### src/rtl/datapath_sequencer_if.sv
// Instruction push port between a host/test driver and the sequencer.
interface datapath_sequencer_if;
    logic       in_valid;
    logic [8:0] in_instr;
    logic       in_ready;

    modport master (output in_valid, output in_instr, input in_ready);
    modport slave  (input in_valid, input in_instr, output in_ready);
endinterface

### src/rtl/datapath_sequencer.sv
// Instruction sequencer for the 4-register ALU datapath.
// Buffers pushed instructions in a small FIFO and issues each one as a
// SETUP cycle followed by an EXEC cycle carrying the write strobe.
//
// state   | meaning
// --------+---------------------------------------------------------
// IDLE    | nothing in flight; outputs hold last values, wr=0
// SETUP   | op/addresses presented to datapath, wr=0
// EXEC    | op/addresses held, wr=1 (except NOP); retires on exit
module datapath_sequencer #(
    parameter int DEPTH = 4,
    parameter int CNT_W = 8
) (
    input  logic                 clk,
    input  logic                 rst,
    datapath_sequencer_if.slave  push,
    input  logic                 hold,
    input  logic                 Zero,
    output logic                 wr,
    output logic [2:0]           ALUControl,
    output logic [1:0]           addr1,
    output logic [1:0]           addr2,
    output logic [1:0]           addr3,
    output logic                 busy,
    output logic                 done,
    output logic                 zero_flag,
    output logic [CNT_W-1:0]     retired
);

    localparam int AW = (DEPTH > 1) ? $clog2(DEPTH) : 1;

    localparam logic [1:0] S_IDLE  = 2'd0;
    localparam logic [1:0] S_SETUP = 2'd1;
    localparam logic [1:0] S_EXEC  = 2'd2;

    localparam logic [2:0] OP_NOP  = 3'b111;

    logic [1:0]    state;
    logic [8:0]    mem [DEPTH];
    logic [AW-1:0] wr_ptr;
    logic [AW-1:0] rd_ptr;
    logic [AW:0]   count;
    logic          full;
    logic          empty;
    logic          push_fire;
    logic          pop_fire;
    logic [8:0]    head;

    // Occupancy flags; a full FIFO refuses pushes even when popping this cycle.
    assign full      = (count == (AW+1)'(DEPTH));
    assign empty     = (count == '0);
    assign push.in_ready = !full;
    assign push_fire = push.in_valid && !full;
    assign pop_fire  = !empty && !hold && ((state == S_IDLE) || (state == S_EXEC));
    assign head      = mem[rd_ptr];
    assign busy      = (state != S_IDLE) || !empty;

    // FIFO storage; pointers wrap naturally since DEPTH is a power of two.
    always_ff @(posedge clk) begin
        if (push_fire)
            mem[wr_ptr] <= push.in_instr;
    end

    // FIFO pointers and occupancy.
    always_ff @(posedge clk or negedge rst) begin
        if (!rst) begin
            wr_ptr <= '0;
            rd_ptr <= '0;
            count  <= '0;
        end else begin
            if (push_fire)
                wr_ptr <= wr_ptr + 1'b1;
            if (pop_fire)
                rd_ptr <= rd_ptr + 1'b1;
            case ({push_fire, pop_fire})
                2'b10:   count <= count + 1'b1;
                2'b01:   count <= count - 1'b1;
                default: count <= count;
            endcase
        end
    end

    // Issue FSM; the registered datapath outputs double as the instruction register.
    always_ff @(posedge clk or negedge rst) begin
        if (!rst) begin
            state      <= S_IDLE;
            wr         <= 1'b0;
            ALUControl <= 3'b000;
            addr1      <= 2'b00;
            addr2      <= 2'b00;
            addr3      <= 2'b00;
            done       <= 1'b0;
            zero_flag  <= 1'b0;
            retired    <= '0;
        end else begin
            done <= 1'b0;
            case (state)
                S_IDLE: begin
                    wr <= 1'b0;
                    if (pop_fire) begin
                        ALUControl <= head[8:6];
                        addr3      <= head[5:4];
                        addr1      <= head[3:2];
                        addr2      <= head[1:0];
                        state      <= S_SETUP;
                    end
                end
                S_SETUP: begin
                    wr    <= (ALUControl != OP_NOP);
                    state <= S_EXEC;
                end
                S_EXEC: begin
                    wr      <= 1'b0;
                    done    <= 1'b1;
                    retired <= retired + CNT_W'(1);
                    if (ALUControl != OP_NOP)
                        zero_flag <= Zero;
                    if (pop_fire) begin
                        ALUControl <= head[8:6];
                        addr3      <= head[5:4];
                        addr1      <= head[3:2];
                        addr2      <= head[1:0];
                        state      <= S_SETUP;
                    end else begin
                        state <= S_IDLE;
                    end
                end
                default: begin
                    wr    <= 1'b0;
                    state <= S_IDLE;
                end
            endcase
        end
    end

endmodule

### src/flat_wrapper.sv
// flat-port wrapper written by rule: the top's interface ports become plain ports
module datapath_sequencer_flat 
#(
    parameter int DEPTH = 4,
    parameter int CNT_W = 8
)
  (clk, rst, hold, Zero, wr, ALUControl, addr1, addr2, addr3, busy, done, zero_flag, retired, push_in_valid, push_in_instr, push_in_ready);
  datapath_sequencer_if push_i ();
  input  logic clk;
  input  logic rst;
  input  logic hold;
  input  logic Zero;
  output logic wr;
  output logic [2:0] ALUControl;
  output logic [1:0] addr1;
  output logic [1:0] addr2;
  output logic [1:0] addr3;
  output logic busy;
  output logic done;
  output logic zero_flag;
  output logic [CNT_W-1:0] retired;
  input wire logic [$bits(push_i.in_valid)-1:0] push_in_valid;
  input wire logic [$bits(push_i.in_instr)-1:0] push_in_instr;
  output wire logic [$bits(push_i.in_ready)-1:0] push_in_ready;
  assign push_i.in_valid = push_in_valid;
  assign push_i.in_instr = push_in_instr;
  assign push_in_ready = push_i.in_ready;
  datapath_sequencer #(.DEPTH(DEPTH), .CNT_W(CNT_W)) u_core (.clk(clk), .rst(rst), .push(push_i), .hold(hold), .Zero(Zero), .wr(wr), .ALUControl(ALUControl), .addr1(addr1), .addr2(addr2), .addr3(addr3), .busy(busy), .done(done), .zero_flag(zero_flag), .retired(retired));
endmodule
### config.mk
export PLATFORM = sky130hd
export DESIGN_NAME = datapath_sequencer_flat
export DESIGN_NICKNAME = d
export VERILOG_FILES = /design/src/rtl/datapath_sequencer_if.sv /design/src/rtl/datapath_sequencer.sv /design/src/flat_wrapper.sv
export SDC_FILE = /design/constraint.sdc
export NUM_CORES = 1
export LEC_CHECK = 0
export CAP_MARGIN = 20
export CORE_MARGIN = 4
export CORE_UTILIZATION = 58
export DETAILED_ROUTE_END_ITERATION = 8
export GPL_TIMING_DRIVEN = 1
export PLACE_DENSITY = 0.84
export SYNTH_ARGS = -nofsm -noshare
export SYNTH_HDL_FRONTEND = slang
export SYNTH_SLANG_ARGS = --single-unit
### constraint.sdc
create_clock -name clk -period 3.15 [get_ports clk]
set_input_delay 0.63 -clock clk [delete_from_list [all_inputs] [get_ports clk]]
set_output_delay 0.63 -clock clk [all_outputs]
set_load 0.01 [all_outputs]
**After elaboration in Yosys (flattened, before gate mapping)**

Memory sizes are Yosys's and may differ from the RTL's. A register that Yosys moved wholly into a read port is not among the register bits.
Index checks and enable logic that the tools add are counted.

- Register bits after elaboration: 20
- RAM bits: 36
- Output and inout bits: 22
- Memories: 1
- Logic and storage cells: 45

- Add/subtract/negate cells: 5
- Eq/ne operators: 7
- Muxes and demuxes: 8
- Reduce and logical (&&, ||, !) cells: 16

Memories:

| name | words | width | read ports | clocked after memory_dff | wr ports | RTL line | text |
|---|---|---|---|---|---|---|---|
| u_core.mem | 4 | 9 | 1 | 1 | 1 | datapath_sequencer.sv:39 | `logic [8:0] mem [DEPTH];` |

Operators by type and width:

| cell | count |
|---|---|
| $add A8 B1 Y8 const B | 1 |
| $pmux W2 S3 | 1 |
| $pmux W3 S2 | 1 |
| $mux W1 | 5 |
| $add A2 B1 Y2 const B | 2 |
| $eq A2 B1 Y1 const B | 2 |
| $eq A2 B2 Y1 const B | 2 |
| $logic_not A1 Y1 | 4 |
| $reduce_and A2 Y1 | 2 |
| $reduce_bool A2 Y1 | 2 |
| $add A3 B1 Y3 const B | 1 |
| $eq A3 B3 Y1 const B | 1 |
| $logic_and A1 B1 Y1 | 3 |
| $logic_not A3 Y1 | 1 |
| $ne A3 B3 Y1 const B | 1 |
| $sub A3 B1 Y3 const B | 1 |
| $logic_not A2 Y1 | 1 |
| $logic_or A1 B1 Y1 | 2 |
| $mux W2 | 1 |
| $ne A2 B1 Y1 const B | 1 |
| $reduce_or A2 Y1 | 1 |

**Longest topological paths before layout**

- Depth in word-level cells: 6
- Depth in mapped cells: 9
- Depth with buffers taken out: 9

**Least setup slack after synthesis**

No wires, ideal clock.

- Path type: register to register
- Start: reg u_core.count[0]
- End: reg u_core.count[2]
- Stages on the path, launching flop included: 10
- Slack: 0.941 ns
- Data required time: 3.071 ns
- Data arrival time: 2.130 ns
- Cells stage by stage: dfrtp_1 or3b_1 and2_4 inv_1 ha_1 inv_1 fa_1 xor2_1 nor2_1 xor2_1

- Elaborated cells on any way between the ends: 13
- Those cells by class: 2 x add/sub; 3 x eq/ne; 1 x mux; 7 x reduce/logical

RTL lines:

| what | RTL line | text |
|---|---|---|
| start, declared | datapath_sequencer.sv:42 | `logic [AW:0] count;` |
| start signal, assigned | datapath_sequencer.sv:76 | `2'b10: count <= count + 1'b1;` |
| start signal, assigned | datapath_sequencer.sv:77 | `2'b01: count <= count - 1'b1;` |
| start signal, assigned | datapath_sequencer.sv:78 | `default: count <= count;` |
| $eq A3 B3 Y1 * | datapath_sequencer.sv:50 | `assign full = (count == (AW+1)'(DEPTH));` |
| $logic_not A1 Y1 * | - |  |
| net push_in_ready | flat_wrapper.sv:24 | `output wire logic [$bits(push_i.in_ready)-1:0] push_in_ready;` |
| $logic_and A1 B1 Y1 * | datapath_sequencer.sv:53 | `assign push_fire = push.in_valid && !full;` |
| $eq A2 B1 Y1 / $eq A2 B2 Y1 (equally long branches) | datapath_sequencer.sv:75 | `case ({push_fire, pop_fire})` |
| $pmux W3 S2 / $reduce_bool A2 Y1 (equally long branches) | - |  |

Mark *: on every way through the listed nets, which the timed path passes. The rest lies on a longest branch.
A chain may end at the register's enable or synchronous reset.

**Final worst setup path**

- Start: reg u_core.count[2]
- End: out busy

- Cells in the longest elaborated chain, start to end: 3

RTL lines:

| what | RTL line | text |
|---|---|---|
| $logic_not A3 Y1 | datapath_sequencer.sv:51 | `assign empty = (count == '0);` |
| $logic_not A1 Y1 | datapath_sequencer.sv:56 | `assign busy = (state != S_IDLE) \|\| !empty;` |
| $logic_or A1 B1 Y1 | datapath_sequencer.sv:56 |  |
| end, declared | flat_wrapper.sv:18 | `output logic busy;` |

Every way passes these cells.

==> impl_results.md <==
* Status: complete, no violations
* Tmin final at approximately 2.7 ns
* Clock skew at just under 0.005 ns
* FP Rows at 24
* Pins over their slew limit at 0
* First-pass GRT wire length at roughly 7 mm
* Vias at approximately 1400
* Clk sink count at 65
* Yosys cell types at 27
* Initial Util at 0.6029
* Clock Path Buffers at 2
* Leak at 0.001258 µW
* Hold slack at 0.4933 ns
* Global placer's final weighted congestion at about 0.74
* Cells after synthesis at roughly 140
* Place WS at approximately 0.42 ns
* # setup viols final at 0
* Clock root buffer: clkbuf_8
* I/O pin count at 36
* DRT Pass-1 Iters at 4
* Worst-Margin Slew at around 0.67 ns
* CORE AREA at around 0.0044 mm²
* CTS Buf Count at 9
* Die ar. at around 0.0057 mm²
* Worst endpoint data arrival time at 2.05 ns
* Synth warn at 0
* Leading area contributor after synthesis: edfxtp_1
* Synth top area cells: edfxtp_1 41%, dfrtp_1 28%, mux4_2 7.7%
* Yosys reg bits at 65
* Initial drt markers at between 100 and 150
* Avg Cell Area, Syn at ~18 µm²
* Final HPWL DP at between 2 and 3 mm
* Seq/Total Area, Yosys at 0.6883
* Post-CTS resize count at 0
* MaxCap Viol Count at 0
* Mapped cell area at 0.002625 mm²
* Clock-pin slew on the worst setup and hold paths at around 0.060 ns
* # diodes at 0
* Setup crit end kind: output port
* Max VDD drop at ~500 µV
* Largest net degree at the start of global routing at 30
* Grt ovf at 0
* Final worst setup slack at between 0.4 and 0.5 ns
* Final instance area at 0.003197 mm²
* H-tree depth at 3
* Syn nets at about 160
* Vias in the first global route at around 1400
* Dpl cell area at between 0.003 and 0.004 mm²
* Gr usage total at 0.1811
* Drt drc at 0
* CP max FO at 4
* Crit-path max cell delay at roughly 0.49 ns
* CP Cell Sequence: or3_4, or3_2, clkdlybuf4s50_1
* CTS Hold Bufs at 0
* Chip width at about 75 µm
* Power density over cell area at around 940 mW/mm²
* CP Class: reg2out
* Final period utilization at 0.8500
* Maximum achievable frequency at 373.5 MHz
* Die height at 75.28 µm
* CTS tree: built
* Slew margin rel. at 0.5522
* Setup TNS at 0 ns
* Post-Route WL at roughly 4.4 mm
* HP Class: reg2reg
* Initial antenna violation count at 0
* Fraction of layout cells with a size suffix above 1 at 0.2042
* Slowest-stage cell, CP: clkdlybuf4s50_1
* Startpoint Class: register
* Buffer count from post-CTS setup fixing at 0
* Final nets at 207
* Area Growth Syn to Fin at 21.78%
* Yosys top cell area share at 0.4118
* WL/cell at 18.21 µm
* Antenna Nets Post-Route at 0
* DR vias/cell at around 5.6
* Final hold vios at 0
* RSZ-0062 raised after global routing: false
* Clk_lat worst skew at 0.33 ns
* CP required at ~2.5 ns
* IO buf count at 35
==> registers in the layout, indices dropped and copies added (netlist names), 3 cells and up <==
register	flops
u_core.mem	36
u_core.retired	8
u_core.ALUControl	3
u_core.count	3
==> Yosys cell counts <==
library cell / n
fa_1: 1
or3_4: 1
nor2_1: 2
nor2b_1: 2
mux2_4: 9
or3b_1: 1
and2_1: 1
edfxtp_1: 36
clkbuf_1: 1
and2_2: 1
and2_4: 2
mux4_2: 9
nand3_1: 2
nand2_1: 3
or3_2: 1
and3_1: 5
xor2_1: 4
nand4_1: 4
dfrtp_1: 29
buf_4: 2
xnor2_1: 9
buf_12: 1
inv_1: 6
and4b_1: 1
ha_1: 6
mux2i_1: 1
mux2_2: 3
==> cell families after synthesis <==
logic type,count (synthesis),share of synthesized area
xor gates and xnor gates,13,0.04337
adders and majority gates,7,0.03622
buffers and inverters,10,0.02335
DFF,65,0.6883
muxes,22,0.1454
and+or+nand+nor,26,0.06340
==> routing by layer <==
metal	vias up	GRT usage	wire, µm
met4	0	0.1068	104
li1	613	-	-
met5	-	0	0
met2	37	0.2843	2389
met3	10	0.04940	184
met1	690	0.2266	1748
==> per-stage QoR <==
| stage | std cells | total power [µW] | util |
|---|---|---|---|
| 6_report | 243 | 3017 | 0.7342 |
| 3_5_place_dp | 227 | 2380 | 0.6911 |
| 3_3_place_gp | 227 | 2318 | 0.6911 |
| 2_1_floorplan | 143 | 1992 | - |
| 5_1_grt | 243 | 3193 | 0.7342 |
| 4_1_cts | 243 | 3057 | 0.7342 |
==> area by class of cell <==
| class | count | area [µm²] |
|---|---|---|
| Sequential cell | 65 | 1807 |
| Fill cell | 257 | 1157 |
| Multi-Input combinational cell | 68 | 757.0 |
| Timing Repair Buffer | 36 | 357.8 |
| Clock buffer | 12 | 145.1 |
| Tap cell | 52 | 65.06 |
| Clock inverter | 4 | 42.54 |
| Inverter | 6 | 22.52 |
==> power breakdown <==
group / internal (µW) / leakage, µW / total (µW) / switching [µW]
registers: 1170 / 0.000684 / 1390 / 219
clock network: 381 / 0.0000954 / 667 / 286
logic: 594 / 0.000478 / 964 / 370
==> worst max-delay path, delay by kind of cell (launching register included) <==
family / cells / cell delay (ns)
flip-flops: 1 / 0.41
buffers and inverters: 1 / 0.49
AND/OR/NAND/NOR: 2 / 0.82
==> cells in the final DEF (no fill, tap or decap) <==
| master | Yosys | layout |
|---|---|---|
| and2_1 | 1 | 1 |
| and2_2 | 1 | 1 |
| and2_4 | 2 | 2 |
| and3_1 | 5 | 5 |
| and4b_1 | 1 | 1 |
| buf_4 | 2 | 1 |
| bufinv_16 | 0 | 1 |
| clkbuf_1 | 1 | 2 |
| clkbuf_8 | 0 | 10 |
| clkdlybuf4s50_1 | 0 | 35 |
| clkinv_1 | 0 | 2 |
| clkinv_2 | 0 | 1 |
| dfrtp_1 | 29 | 29 |
| edfxtp_1 | 36 | 36 |
| fa_1 | 1 | 1 |
| ha_1 | 6 | 6 |
| inv_1 | 6 | 6 |
| mux2_2 | 3 | 3 |
| mux2_4 | 9 | 9 |
| mux2i_1 | 1 | 1 |
| mux4_2 | 9 | 9 |
| nand2_1 | 3 | 3 |
| nand3_1 | 2 | 2 |
| nand4_1 | 4 | 4 |
| nor2_1 | 2 | 2 |
| nor2b_1 | 2 | 2 |
| or3_2 | 1 | 1 |
| or3_4 | 1 | 1 |
| or3b_1 | 1 | 1 |
| xnor2_1 | 9 | 9 |
| xor2_1 | 4 | 4 |
==> path summary, 6_finish.rpt <==
path | startpoint | to | slack [ns] | cells after the start
worst max-delay path | u_core.count[2] | busy | 0.47 | 3
worst min-delay path | u_core.retired[7] | u_core.retired[7] | 0.49 | 1
worst max register to register | u_core.count[0] | u_core.count[2] | 0.83 | 9
worst min register to register | u_core.retired[7] | u_core.retired[7] | 0.49 | 1
max in group asynchronous | rst | u_core.count[0] | 2.20 | 2
min in group asynchronous | rst | u_core.addr2[0] | 0.68 | 2
Power figures use the tool's default switching activity.
